--- src/rtl/fifo_arb_pkg.sv ---
// Shared definitions for the FIFO write-side arbiter.
// Contents: default sizing constants, arbiter state enum, ID width helper.
package fifo_arb_pkg;

  localparam int unsigned DEF_NUM_REQ    = 4;
  localparam int unsigned DEF_DATA_WIDTH = 8;
  localparam int unsigned DEF_MAX_BURST  = 16;

  typedef enum logic {
    ST_IDLE   = 1'b0,
    ST_LOCKED = 1'b1
  } arb_state_e;

  // Bits needed to index n requesters; never less than one bit.
  function automatic int unsigned id_width(input int unsigned n);
    return (n > 1) ? $clog2(n) : 1;
  endfunction

endpackage

--- src/rtl/fifo_arb_rr_pick.sv ---
// Combinational round-robin picker.
// Ports:
//   req   - request vector, one bit per requester
//   ptr   - round-robin pointer; search starts at this index
//   found - at least one request is set
//   idx   - first set request at or after ptr, wrapping modulo NUM_REQ
module fifo_arb_rr_pick
  import fifo_arb_pkg::*;
#(
  parameter int unsigned NUM_REQ = DEF_NUM_REQ,
  parameter int unsigned ID_W    = id_width(NUM_REQ)
) (
  input  logic [NUM_REQ-1:0] req,
  input  logic [ID_W-1:0]    ptr,
  output logic               found,
  output logic [ID_W-1:0]    idx
);

  localparam int unsigned SUM_W = ID_W + 1;

  logic [2*NUM_REQ-1:0] req_dbl;
  logic [NUM_REQ-1:0]   req_rot;
  logic [ID_W-1:0]      enc;
  logic [SUM_W-1:0]     sum;

  // Rotate so ptr sits at bit 0, take the lowest set bit, rotate the index back.
  always_comb begin
    req_dbl = {req, req};
    req_rot = NUM_REQ'(req_dbl >> ptr);
    found   = |req_rot;
    enc     = '0;
    for (int i = NUM_REQ - 1; i >= 0; i--) begin
      if (req_rot[i]) enc = ID_W'(i);
    end
    sum = {1'b0, enc} + {1'b0, ptr};
    if (sum >= SUM_W'(NUM_REQ)) sum = sum - SUM_W'(NUM_REQ);
    idx = sum[ID_W-1:0];
  end

endmodule

--- src/rtl/fifo_wr_arbiter.sv ---
// Round-robin arbiter sharing one FIFO write port among NUM_REQ requesters.
// A grant is held for a whole burst, released on LAST or after MAX_BURST beats.
// Ports:
//   ACLK, ARESET   - clock, asynchronous active-high reset
//   REQ_VALID/REQ_DATA/REQ_LAST/REQ_READY - per-requester beat handshake
//   FIFO_FULL      - FIFO full flag, stalls the granted requester
//   FIFO_WR_EN/FIFO_DATA_IN - FIFO write port (combinational, gated by state)
//   GRANT_ID       - index of the granted requester
//   BUSY           - high while a grant is locked
// Optional: define FIFO_ARB_ID_TAG_EN to prepend GRANT_ID to FIFO_DATA_IN.
module fifo_wr_arbiter
  import fifo_arb_pkg::*;
#(
  parameter int unsigned NUM_REQ    = DEF_NUM_REQ,
  parameter int unsigned DATA_WIDTH = DEF_DATA_WIDTH,
  parameter int unsigned MAX_BURST  = DEF_MAX_BURST,
  localparam int unsigned ID_W      = id_width(NUM_REQ),
`ifdef FIFO_ARB_ID_TAG_EN
  localparam int unsigned FW        = DATA_WIDTH + ID_W
`else
  localparam int unsigned FW        = DATA_WIDTH
`endif
) (
  input  logic                          ACLK,
  input  logic                          ARESET,
  input  logic [NUM_REQ-1:0]            REQ_VALID,
  input  logic [NUM_REQ*DATA_WIDTH-1:0] REQ_DATA,
  input  logic [NUM_REQ-1:0]            REQ_LAST,
  output logic [NUM_REQ-1:0]            REQ_READY,
  input  logic                          FIFO_FULL,
  output logic                          FIFO_WR_EN,
  output logic [FW-1:0]                 FIFO_DATA_IN,
  output logic [ID_W-1:0]               GRANT_ID,
  output logic                          BUSY
);

  localparam int unsigned CNT_W = $clog2(MAX_BURST);

  arb_state_e            state_q, state_d;
  logic [ID_W-1:0]       ptr_q, ptr_d;
  logic [ID_W-1:0]       grant_q, grant_d;
  logic [CNT_W-1:0]      cnt_q, cnt_d;
  logic                  pick_found;
  logic [ID_W-1:0]       pick_idx;
  logic [DATA_WIDTH-1:0] payload;
  logic                  accept;

  fifo_arb_rr_pick #(
    .NUM_REQ (NUM_REQ),
    .ID_W    (ID_W)
  ) u_pick (
    .req   (REQ_VALID),
    .ptr   (ptr_q),
    .found (pick_found),
    .idx   (pick_idx)
  );

  // State, pointer, grant and beat-count registers.
  always_ff @(posedge ACLK or posedge ARESET) begin
    if (ARESET) begin
      state_q <= ST_IDLE;
      ptr_q   <= '0;
      grant_q <= '0;
      cnt_q   <= '0;
    end else begin
      state_q <= state_d;
      ptr_q   <= ptr_d;
      grant_q <= grant_d;
      cnt_q   <= cnt_d;
    end
  end

  // Next-state and write-port logic; the write path is only open while locked.
  always_comb begin
    state_d      = state_q;
    ptr_d        = ptr_q;
    grant_d      = grant_q;
    cnt_d        = cnt_q;
    REQ_READY    = '0;
    FIFO_WR_EN   = 1'b0;
    FIFO_DATA_IN = '0;
    accept       = 1'b0;
    payload      = REQ_DATA[grant_q*DATA_WIDTH +: DATA_WIDTH];

    case (state_q)
      ST_IDLE: begin
        if (pick_found) begin
          grant_d = pick_idx;
          cnt_d   = '0;
          state_d = ST_LOCKED;
        end
      end
      ST_LOCKED: begin
        REQ_READY[grant_q] = ~FIFO_FULL;
        accept             = REQ_VALID[grant_q] & ~FIFO_FULL;
        FIFO_WR_EN         = accept;
`ifdef FIFO_ARB_ID_TAG_EN
        FIFO_DATA_IN       = {grant_q, payload};
`else
        FIFO_DATA_IN       = payload;
`endif
        if (accept) begin
          // Count tops out at MAX_BURST-1, so release always precedes wrap.
          if (REQ_LAST[grant_q] || (cnt_q == CNT_W'(MAX_BURST - 1))) begin
            state_d = ST_IDLE;
            ptr_d   = (grant_q == ID_W'(NUM_REQ - 1)) ? '0 : grant_q + ID_W'(1);
          end else begin
            cnt_d = cnt_q + CNT_W'(1);
          end
        end
      end
      default: state_d = ST_IDLE;
    endcase
  end

  assign GRANT_ID = grant_q;
  assign BUSY     = (state_q == ST_LOCKED);

endmodule

--- config.mk ---
export PLATFORM = sky130hd
export DESIGN_NAME = fifo_wr_arbiter
export DESIGN_NICKNAME = d
export VERILOG_FILES = /design/src/rtl/fifo_arb_pkg.sv /design/src/rtl/fifo_arb_rr_pick.sv /design/src/rtl/fifo_wr_arbiter.sv
export SDC_FILE = /design/constraint.sdc
export NUM_CORES = 1
export LEC_CHECK = 0
export CAP_MARGIN = 10
export CORE_AREA = 2 2 58 60
export CTS_CLUSTER_DIAMETER = 150
export DETAILED_ROUTE_END_ITERATION = 10
export DIE_AREA = 0 0 60 62
export PLACE_DENSITY_LB_ADDON = 0.25
export SETUP_SLACK_MARGIN = 0.2
export SLEW_MARGIN = 20
export SYNTH_ARGS = -nofsm -noshare
export SYNTH_HDL_FRONTEND = slang
export SYNTH_SLANG_ARGS = --single-unit
--- constraint.sdc ---
create_clock -name ACLK -period 2.1 [get_ports ACLK]
set_input_delay 0.42 -clock ACLK [delete_from_list [all_inputs] [get_ports ACLK]]
set_output_delay 0.42 -clock ACLK [all_outputs]
set_load 0.02 [all_outputs]
==> impl_metrics.env <==
export IMPL_syn_num_nets=147
export IMPL_drc_errors=0
export IMPL_timing_fmax_mhz=500.9
export IMPL_syn_area_um2=1008
export IMPL_ff2ff_setup_slack_ns=0.15
export IMPL_synth_top_cell_area_share_pct=22.33
export IMPL_antenna_found_initial=0
export IMPL_grt_max_degree=15
export IMPL_synth_distinct_cells=40
export IMPL_netlist_top_cells_count="and2_1 (12), dfrtp_1 (9), mux4_2 (9), ha_1 (6), nand2_1 (6)"
export IMPL_slowest_stage="mux4_2"
export IMPL_hold_path_class="input port to asynchronous set/reset pin"
export IMPL_worst_pin_slew_ns=0.3514
export IMPL_yosys_top_cells_area="dfrtp_1 (22%), mux4_2 (20%), and2_1 (7.4%)"
export IMPL_path_max_fanout=5
export IMPL_drv_slew=0
export IMPL_rows=21
export IMPL_cts_buffers=3
export IMPL_coreArea_um2=3179
export IMPL_ys_flop_type="dfrtp_1"
export IMPL_fin_crit_ns=1.997
export IMPL_vdd_drop_max_v=0.0003900
export IMPL_r2r_start="ptr_q[1]"
export IMPL_finClkSkew_ns=0.01064
export IMPL_dr_pass1_iters=3
export IMPL_cts_max_path_buffers=2
export IMPL_synthArstFlopShare_pct=100.0
export IMPL_setup_slack_ns=0.1035
export IMPL_fill_cells=293
export IMPL_die_h_um=62
export IMPL_max_cap_violations=0
export IMPL_gp_congestion=0.7094
export IMPL_fin_nets=224
export IMPL_wirelength_mm=2.941
export IMPL_via_per_inst=4.823
export IMPL_grt_pass1_wl_mm=4.326
export IMPL_antenna_left=0
export IMPL_worst_ep_required_time_ns=1.68
export IMPL_outcome="completed"
export IMPL_clock_sinks=9
export IMPL_start_kind="register"
export IMPL_pin_count=59
export IMPL_crit_buf_inv=2
export IMPL_cts_hold_buf=0
export IMPL_yosysSeqAreaShare_pct=22.33
export IMPL_crit_family="multiplexers"
export IMPL_setup_viol=0
export IMPL_finalCritPeriodShare_pct=95.07
export IMPL_start_util_pct=31.72
export IMPL_critical_path_arrival_ns=1.58
export IMPL_rsz0062_at_grt="yes"
export IMPL_h_tree_depth=1
export IMPL_insertion_delay_ns=0.27
export IMPL_vias=1061
export IMPL_regArea_um2=226.5
export IMPL_fp_dieW_um=60
export IMPL_yosys_cell_count_top_type="and2_1"
export IMPL_end_kind="output pin"
export IMPL_overflow=0
export IMPL_critical_path_class="register to output pin"
export IMPL_clk_pin_slew_worst_paths_ns=0.07
export IMPL_synth_edf_count=0
export IMPL_path_common_cell="buf_6"
export IMPL_rr_endpoint="GRANT_ID[1]"
export IMPL_p_leak_nw=0.8329
export IMPL_rr_worst_depth=9
export IMPL_areaGrowthSynthToFinish_pct=85.36
export IMPL_pwr_density_cell_nw_per_um2=1190
export IMPL_syn_area_per_cell_um2=10.29
export IMPL_grt_pass1_vias=1043
export IMPL_multi_input_area_um2=803.3
export IMPL_synthCells=98
export IMPL_slew_headroom_pct=76.55
export IMPL_place_ws_ns=-0.3539
export IMPL_hold_ws_ns=0.4078
export IMPL_cpPeakStageDelay_ns=0.50
export IMPL_drive_gt1_share_pct=41.95
export IMPL_hold_viol_final=0
export IMPL_antenna_cells=0
export IMPL_ys_warnings_count=0
export IMPL_ys_ff_latch=9
export IMPL_io_buffers=58
export IMPL_drt_iter0_markers=3
export IMPL_path_cells="buf_6 > mux4_2 > and2_4 > buf_6"
export IMPL_cts_tree="yes"
export IMPL_fp_dieArea_um2=3720
export IMPL_yosysTopAreaCell="dfrtp_1"
export IMPL_routedWlPerCell_um=13.37
export IMPL_hpwl_mm=2.286
export IMPL_root_buffer="clkbuf_4"
export IMPL_grt_usage_pct=15.49
-- report_power, final --
part           leakage (nW)  internal [mW]  switching [mW]
Combinational         0.710           1.01           0.746
Sequential            0.105          0.253          0.0767
Clock                0.0177         0.0703          0.0651
Total                 0.833           1.34           0.888
-- cells in the final DEF (no fill, tap or decap), types with 4 or more instances in the layout --
| cell | n |
|---|---|
| mux2i_1 | 4 |
| buf_6 | 16 |
| buf_4 | 15 |
| mux4_2 | 9 |
| and2_4 | 12 |
| clkdlybuf4s50_1 | 24 |
| dlygate4sd2_1 | 18 |
| nand2_1 | 6 |
| dfrtp_1 | 8 |
| nand3_1 | 4 |
-- logic make-up (layout without fill, tap and decap cells) --
family	after synthesis	count (layout)	share of synthesized area, %
muxes	16	16	27.42
and+or+nand+nor	44	44	27.67
buffers and inverters	9	85	4.590
AOI/OAI and AO/OA	13	13	9.678
adders and majority gates	6	6	7.444
DFF	9	9	22.33
xor gates and xnor gates	1	1	0.8686
-- repair_timing --
| item | 4_1_cts | 5_1_grt |
|---|---|---|
| endpoints found under the setup margin | 20 | 18 |
| gates cloned | 0 | 0 |
| resized for setup | 108 | 23 |
| pin swaps | 11 | 5 |
| buffers inserted | 6 | 1 |
-- area by class of cell --
type	count	area share, %
clock inverter	1	0.2677
timing repair buffer	77	39.56
tap	46	3.079
clock buffer	3	1.205
inverter	4	0.8032
sequential	9	12.12
multi-input combinational	80	42.97
-- sequential cells by signal, summed over array words and instances, names as in the netlist --
signal,count
ptr_q,2
GRANT_ID,2
cnt_q,4
BUSY,1
-- worst register-to-register path, delay by kind of cell (launching register included) --
kind	cells	cell delay, ns
xor gates and xnor gates	1	0.18
AOI/OAI and AO/OA	4	0.43
DFF	1	0.41
and+or+nand+nor	3	0.65
adders and majority gates	1	0.17
-- layer usage --
metal / part of all wire (%) / vias to the layer above / track usage [%]
li1: - / 514 / -
met1: 37 / 503 / 14.76
met2: 54 / 44 / 31.68
met3: 8.2 / 0 / 4.141
met4: 0 / 0 / 5.079
met5: 0 / - / 0
-- how the worst max path moves through the flow --
stage,cells past startpoint,slack (ns),endpoint,start
final,4,0.10,FIFO_DATA_IN[6],GRANT_ID[0]
after global routing,9,0.03,GRANT_ID[1],ptr_q[1]
after CTS,4,0.11,FIFO_DATA_IN[4],GRANT_ID[0]
after detailed placement,10,-0.35,GRANT_ID[1],REQ_VALID[1]
after global placement,4,-0.32,FIFO_WR_EN,FIFO_FULL
after floorplan,9,0.21,GRANT_ID[1],ptr_q[1]
-- stage by stage --
step / area, um^2 / util, % / total power [mW] / TNS [ns] / std cells
after floorplan: 1018 / - / 1.244 / 0 / 98
after global placement: 1709 / 53.76 / 1.757 / -3.346 / 209
after detailed placement: 1709 / 53.76 / 1.780 / -3.649 / 209
after CTS: 1790 / 56.32 / 2.121 / 0 / 219
after global routing: 1869 / 58.80 / 2.381 / 0 / 220
final: 1869 / 58.80 / 2.225 / 0 / 220
(Power assumes the default switching activity.)
